$ cat src/rtl/nn_inference_controller_if.sv
// Pixel word stream and classification result handshakes of the inference controller.
// The controller is the slave of both: it sinks pixel words and sources results.
interface nn_inference_controller_if #(
  parameter int WORD_WIDTH = 16
);
  logic [WORD_WIDTH-1:0] pix_data;
  logic                  pix_valid;
  logic                  pix_last;
  logic                  pix_ready;
  logic                  res_valid;
  logic                  res_ready;
  logic [3:0]            res_class;
  logic [1:0]            res_error;

  modport master (
    output pix_data, pix_valid, pix_last, res_ready,
    input  pix_ready, res_valid, res_class, res_error
  );

  modport slave (
    input  pix_data, pix_valid, pix_last, res_ready,
    output pix_ready, res_valid, res_class, res_error
  );
endinterface

$ cat src/rtl/nn_inference_controller.sv
// Front-end sequencer for the two-layer Semeion classifier: assembles an image from a word
// stream, clears and loads the network, waits for done and returns the class with error status.
module nn_inference_controller #(
  parameter int LAYER_1_INPUT_SIZE = 256,
  parameter int WORD_WIDTH         = 16,
  parameter int TIMEOUT_CYCLES     = 4096,
  parameter int COUNT_WIDTH        = 16
) (
  input  logic                          clk,
  input  logic                          reset,
  nn_inference_controller_if.slave      bus,
  output logic [LAYER_1_INPUT_SIZE-1:0] nn_input,
  output logic                          nn_load,
  output logic                          nn_reset,
  input  logic                          nn_done,
  input  logic [3:0]                    nn_max,
  output logic [COUNT_WIDTH-1:0]        frame_count,
  output logic [COUNT_WIDTH-1:0]        error_count,
  output logic                          busy
);
  localparam int WORDS = LAYER_1_INPUT_SIZE / WORD_WIDTH;
  localparam int IDX_W = (WORDS > 1) ? $clog2(WORDS) : 1;
  localparam int CNT_W = $clog2(TIMEOUT_CYCLES + 1);

  typedef enum logic [2:0] {
    S_IDLE, S_FILL, S_CLEAR, S_LOAD, S_WAIT, S_RESULT
  } state_t;

  state_t             state, state_n;
  logic [IDX_W-1:0]   idx;
  logic [CNT_W-1:0]   wcnt;
  logic               xfer, last_word, frame_err, timeout;

  assign xfer      = bus.pix_valid & bus.pix_ready;
  assign last_word = (idx == IDX_W'(WORDS - 1));
  // pix_last must coincide exactly with the final word; in IDLE idx is 0 so any pix_last is early
  assign frame_err = xfer & (bus.pix_last != last_word);
  assign timeout   = (wcnt == CNT_W'(TIMEOUT_CYCLES - 1));

  always_ff @(posedge clk or posedge reset) begin
    if (reset) state <= S_IDLE;
    else       state <= state_n;
  end

  always_comb begin
    state_n = state;
    case (state)
      S_IDLE, S_FILL:
        if (xfer) state_n = frame_err ? S_RESULT : (last_word ? S_CLEAR : S_FILL);
      S_CLEAR:  state_n = S_LOAD;
      S_LOAD:   state_n = S_WAIT;
      S_WAIT:   if (nn_done || timeout) state_n = S_RESULT;
      S_RESULT: if (bus.res_ready) state_n = S_IDLE;
      default:  state_n = S_IDLE;
    endcase
  end

  always_comb begin
    bus.pix_ready = 1'b0;
    bus.res_valid = 1'b0;
    nn_reset      = reset;
    nn_load       = 1'b0;
    busy          = 1'b1;
    case (state)
      S_IDLE:   begin busy = 1'b0; bus.pix_ready = ~reset; end
      S_FILL:   bus.pix_ready = ~reset;
      S_CLEAR:  nn_reset = 1'b1;
      S_LOAD:   nn_load = 1'b1;
      S_RESULT: bus.res_valid = 1'b1;
      default:  ;
    endcase
  end

  always_ff @(posedge clk or posedge reset) begin
    if (reset) begin
      idx           <= '0;
      wcnt          <= '0;
      nn_input      <= '0;
      bus.res_class <= 4'h0;
      bus.res_error <= 2'b00;
      frame_count   <= '0;
      error_count   <= '0;
    end else begin
      if (xfer) begin
        nn_input[int'(idx)*WORD_WIDTH +: WORD_WIDTH] <= bus.pix_data;
        idx <= idx + 1'b1;
      end
      if (frame_err) begin
        bus.res_class <= 4'hF;
        bus.res_error <= 2'b10;
      end
      if (state == S_LOAD)      wcnt <= '0;
      else if (state == S_WAIT) wcnt <= wcnt + 1'b1;
      // done takes priority over the timeout boundary
      if (state == S_WAIT) begin
        if (nn_done) begin
          bus.res_class <= nn_max;
          bus.res_error <= 2'b00;
        end else if (timeout) begin
          bus.res_class <= 4'hF;
          bus.res_error <= 2'b01;
        end
      end
      if (state == S_RESULT && bus.res_ready) begin
        idx <= '0;
        if (bus.res_error == 2'b00) begin
          if (frame_count != '1) frame_count <= frame_count + 1'b1;
        end else begin
          if (error_count != '1) error_count <= error_count + 1'b1;
        end
      end
    end
  end
endmodule

$ cat src/flat_wrapper.sv
// flat-port wrapper written by rule: the top's interface ports become plain ports
module nn_inference_controller_flat 
#(
  parameter int LAYER_1_INPUT_SIZE = 256,
  parameter int WORD_WIDTH         = 16,
  parameter int TIMEOUT_CYCLES     = 4096,
  parameter int COUNT_WIDTH        = 16
)
  (clk, reset, nn_input, nn_load, nn_reset, nn_done, nn_max, frame_count, error_count, busy, bus_pix_data, bus_pix_valid, bus_pix_last, bus_res_ready, bus_pix_ready, bus_res_valid, bus_res_class, bus_res_error);
  nn_inference_controller_if #(.WORD_WIDTH(WORD_WIDTH)) bus_i ();
  input  logic clk;
  input  logic reset;
  output logic [LAYER_1_INPUT_SIZE-1:0] nn_input;
  output logic nn_load;
  output logic nn_reset;
  input  logic nn_done;
  input  logic [3:0] nn_max;
  output logic [COUNT_WIDTH-1:0] frame_count;
  output logic [COUNT_WIDTH-1:0] error_count;
  output logic busy;
  input wire logic [$bits(bus_i.pix_data)-1:0] bus_pix_data;
  input wire logic [$bits(bus_i.pix_valid)-1:0] bus_pix_valid;
  input wire logic [$bits(bus_i.pix_last)-1:0] bus_pix_last;
  input wire logic [$bits(bus_i.res_ready)-1:0] bus_res_ready;
  output wire logic [$bits(bus_i.pix_ready)-1:0] bus_pix_ready;
  output wire logic [$bits(bus_i.res_valid)-1:0] bus_res_valid;
  output wire logic [$bits(bus_i.res_class)-1:0] bus_res_class;
  output wire logic [$bits(bus_i.res_error)-1:0] bus_res_error;
  assign bus_i.pix_data = bus_pix_data;
  assign bus_i.pix_valid = bus_pix_valid;
  assign bus_i.pix_last = bus_pix_last;
  assign bus_i.res_ready = bus_res_ready;
  assign bus_pix_ready = bus_i.pix_ready;
  assign bus_res_valid = bus_i.res_valid;
  assign bus_res_class = bus_i.res_class;
  assign bus_res_error = bus_i.res_error;
  nn_inference_controller #(.LAYER_1_INPUT_SIZE(LAYER_1_INPUT_SIZE), .WORD_WIDTH(WORD_WIDTH), .TIMEOUT_CYCLES(TIMEOUT_CYCLES), .COUNT_WIDTH(COUNT_WIDTH)) u_core (.clk(clk), .reset(reset), .bus(bus_i), .nn_input(nn_input), .nn_load(nn_load), .nn_reset(nn_reset), .nn_done(nn_done), .nn_max(nn_max), .frame_count(frame_count), .error_count(error_count), .busy(busy));
endmodule
$ cat config.mk
export PLATFORM = sky130hd
export DESIGN_NAME = nn_inference_controller_flat
export DESIGN_NICKNAME = d
export VERILOG_FILES = /design/src/rtl/nn_inference_controller_if.sv /design/src/rtl/nn_inference_controller.sv /design/src/flat_wrapper.sv
export SDC_FILE = /design/constraint.sdc
export NUM_CORES = 1
export LEC_CHECK = 0
export CORE_ASPECT_RATIO = 0.7
export CORE_MARGIN = 4
export CORE_UTILIZATION = 50
export CTS_BUF_LIST = sky130_fd_sc_hd__clkbuf_4
export CTS_CLUSTER_DIAMETER = 100
export DETAILED_ROUTE_END_ITERATION = 16
export PLACE_DENSITY = 0.8
export REMOVE_ABC_BUFFERS = 1
export SKIP_CTS_REPAIR_TIMING = 1
export SYNTH_ARGS = -nofsm -noshare
export SYNTH_HDL_FRONTEND = slang
export SYNTH_SLANG_ARGS = --single-unit
$ cat constraint.sdc
create_clock -name clk -period 25.5 [get_ports clk]
set_input_delay 3.825 -clock clk [delete_from_list [all_inputs] [get_ports clk]]
set_output_delay 3.825 -clock clk [all_outputs]
set_load 0.05 [all_outputs]
==> results.md <==
- Critical R2R Capture: u_core.nn_input[172]
- Final setup margin: 15610 ps
- Setup WS pre-CTS: 15530 ps
- GRT overflow: 0
- CP Max Fanout: 152
- H-tree depth: 3
- GRT Total Usage: 27.0%
- Ports: 325
- Worst reg2reg path startpoint: u_core.idx[0]
- Yosys top cell area share: 58.3%
- Ys async rst share: 100%
- Avg Vias per Cell: 5.50
- Min-delay src: u_core.nn_input[254]
- Max-Cap Viols: 0
- DIE WIDTH: 204 um
- DR vias: 10500
- Critical Path Source Type: input pin
- Clk_skew: 40.1 ps
- Crit Path Category: in2out
- Max Freq: 0.101 GHz
- CP required: 21670 ps
- Min-Delay Path Class: reg2reg
- Sequential element share of the synthesized area: 58.3%
- Tmin final: 9890 ps
- Post-synth EDFFs: 0
- IO Port Bufs: 324
- Die area: 0.0297 mm^2
- Yosys warnings: 0
- DRC viols: 0
- Worst skew pair latency: 700 ps
- Worst VDD drop: 0.0718 mV
- Placed cells: 1791
- Slew HR: 9.78%
- Reg2Reg Depth: 7
- Inserted Clock Buffers: 78
- Max Buffers Root-to-Sink: 3
- Final Power: 1590 uW
- Core Rows: 49
- Layout cells sized above 1: 18.6%
- Fin cells: 1916
- Period utilisation layout: 38.8%
- Post-Syn Area: 0.0135 mm^2
- Slew Viols, Final: 0
- Syn Inst Count: 1156
- CTS tree: done
- ANT nets after route: 0
- Area leader, netlist: dfrtp_1
- First-pass GRT wire length: 62900 um
- Final setup TNS: 0 ps
- P_leak: 0.00836 uW
- Reg2reg setup slack: 21420 ps
- Pin count of the biggest net entering global routing: 153
- Worst Hold Depth: 2
- Routability Congestion: 0.847
- Nets: 1546
- Starting Density: 51.6%
- Final Setup Violations: 0
- Post-Route WL: 40400 um
- DP Wirelength: 27800 um
- Status: completed
- Actual slew at the worst max-slew pin: 1340 ps
- RSZ-0062 raised after global routing: no
- Worst-path clk slew: 60 ps
- Detailed Routing Iterations Pass 1: 5
- Core area: 0.0261 mm^2
- Initial antenna violation count: 5
- Most common cell in the synthesized netlist: dfrtp_1
- Worst hold path endpoint: u_core.nn_input[254]
- Ranking of synthesized cells by area: dfrtp_1 (58%), mux2_2 (11%), nand2_1 (4.3%)
- CP arrival: 6060 ps
- CTS root buf: clkbuf_4
- Area delta synth->final: 33.2%
- Wire per inst: 21.1 um
- Vias in the first global route: 10700
- Post-synthesis cell type count: 57
- Clock sink count: 314
- Pwr dens: 88.7 mW/mm^2
- DRT iter0 DRCs: 655
- Final core occ: 68.8%
- Fillers: 1949
- Die Span Y: 145 um
- Seq cells post-synth: 314
- Main synth FF type: dfrtp_1
- Commonest cells post-synth: dfrtp_1 (314), nand2_1 (154), mux2_2 (133)
- Mean post-synth cell area: 11.7 um^2
- CP Capture Type: primary output
- Final hold violation count: 0
-- metal layers --
layer	GRT usage [%]	up-vias	share of wire, %
met5	0	-	0
met4	9.41	0	3.0
met3	11.0	83	11
met2	39.7	454	44
met1	36.6	5246	42
li1	-	4754	-
-- per-stage QoR --
| stage | cell area (um^2) | hold WS [ps] |
|---|---|---|
| after detailed placement | 17000 | 470 |
| final | 18000 | 475 |
| after CTS | 18000 | 483 |
| after floorplan | 13200 | 485 |
| after global placement | 17000 | 460 |
| after global routing | 18000 | 501 |
-- sequential cells by signal, indices dropped and copies added (netlist names) --
signal                flops
u_core.bus.res_error      2
u_core.frame_count       16
u_core.error_count       16
u_core.nn_input         256
u_core.state              3
u_core.bus.res_class      4
u_core.wcnt              13
u_core.idx                4
-- layout by cell type, fill, tap and decap left out, types with 6 or more instances in the layout --
cell type        instances
and3_1                  34
ha_1                     6
a21oi_1                 12
inv_1                   42
and2_1                  51
nor4_1                   9
dfrtp_1                314
nand3_1                 19
clkdlybuf4s50_1        324
mux2_2                 133
nand2_1                154
buf_4                   11
nor3_1                  10
nand4_1                 19
clkinv_1                12
clkbuf_4               108
xor2_1                   9
mux2_4                  10
xnor2_1                 26
o21ai_0                110
and4_1                   6
mux2i_1                 35
nor2_1                  32
-- report_power, final --
part	switching, uW	internal, uW
clock network	198	213
registers	52.0	553
logic	402	175
-- cell families after synthesis --
logic type / synth area share, %
multiplexers: 14.9
buffers and inverters: 3.23
AND/OR/NAND/NOR: 14.6
flip-flops: 58.3
AO/OA/AOI/OAI: 5.97
adder cells (fa/ha/maj): 0.557
XOR/XNOR: 2.48
-- critical path: stages --
cell,delay (ps)
clkdlybuf4s50_1,590
inv_8,790
nand2_1,100
clkdlybuf4s50_1,740
-- how the worst max path moves through the flow --
stage | endpoint | slack (ps) | cells after the start | startpoint
4_1_cts | nn_reset | 15530 | 4 | reset
2_1_floorplan | nn_reset | 8870 | 2 | reset
3_3_place_gp | nn_reset | 15540 | 4 | reset
6_report | nn_reset | 15610 | 4 | reset
5_1_grt | nn_reset | 15380 | 4 | reset
3_5_place_dp | nn_reset | 15530 | 4 | reset
-- layout make-up --
| class | instances | area (um^2) | share of cell area [%] |
|---|---|---|---|
| Clock inverter | 15 | 109 | 0.606 |
| Clock buffer | 108 | 811 | 4.52 |
| Sequential cell | 314 | 7860 | 43.8 |
| Antenna cell | 2 | 5.00 | 0.0279 |
| Multi-Input combinational cell | 742 | 5230 | 29.1 |
| Timing Repair Buffer | 335 | 3330 | 18.5 |
| Tap cell | 357 | 447 | 2.49 |
| Inverter | 43 | 169 | 0.941 |
No activity file was read; power rests on OpenSTA's default activity.
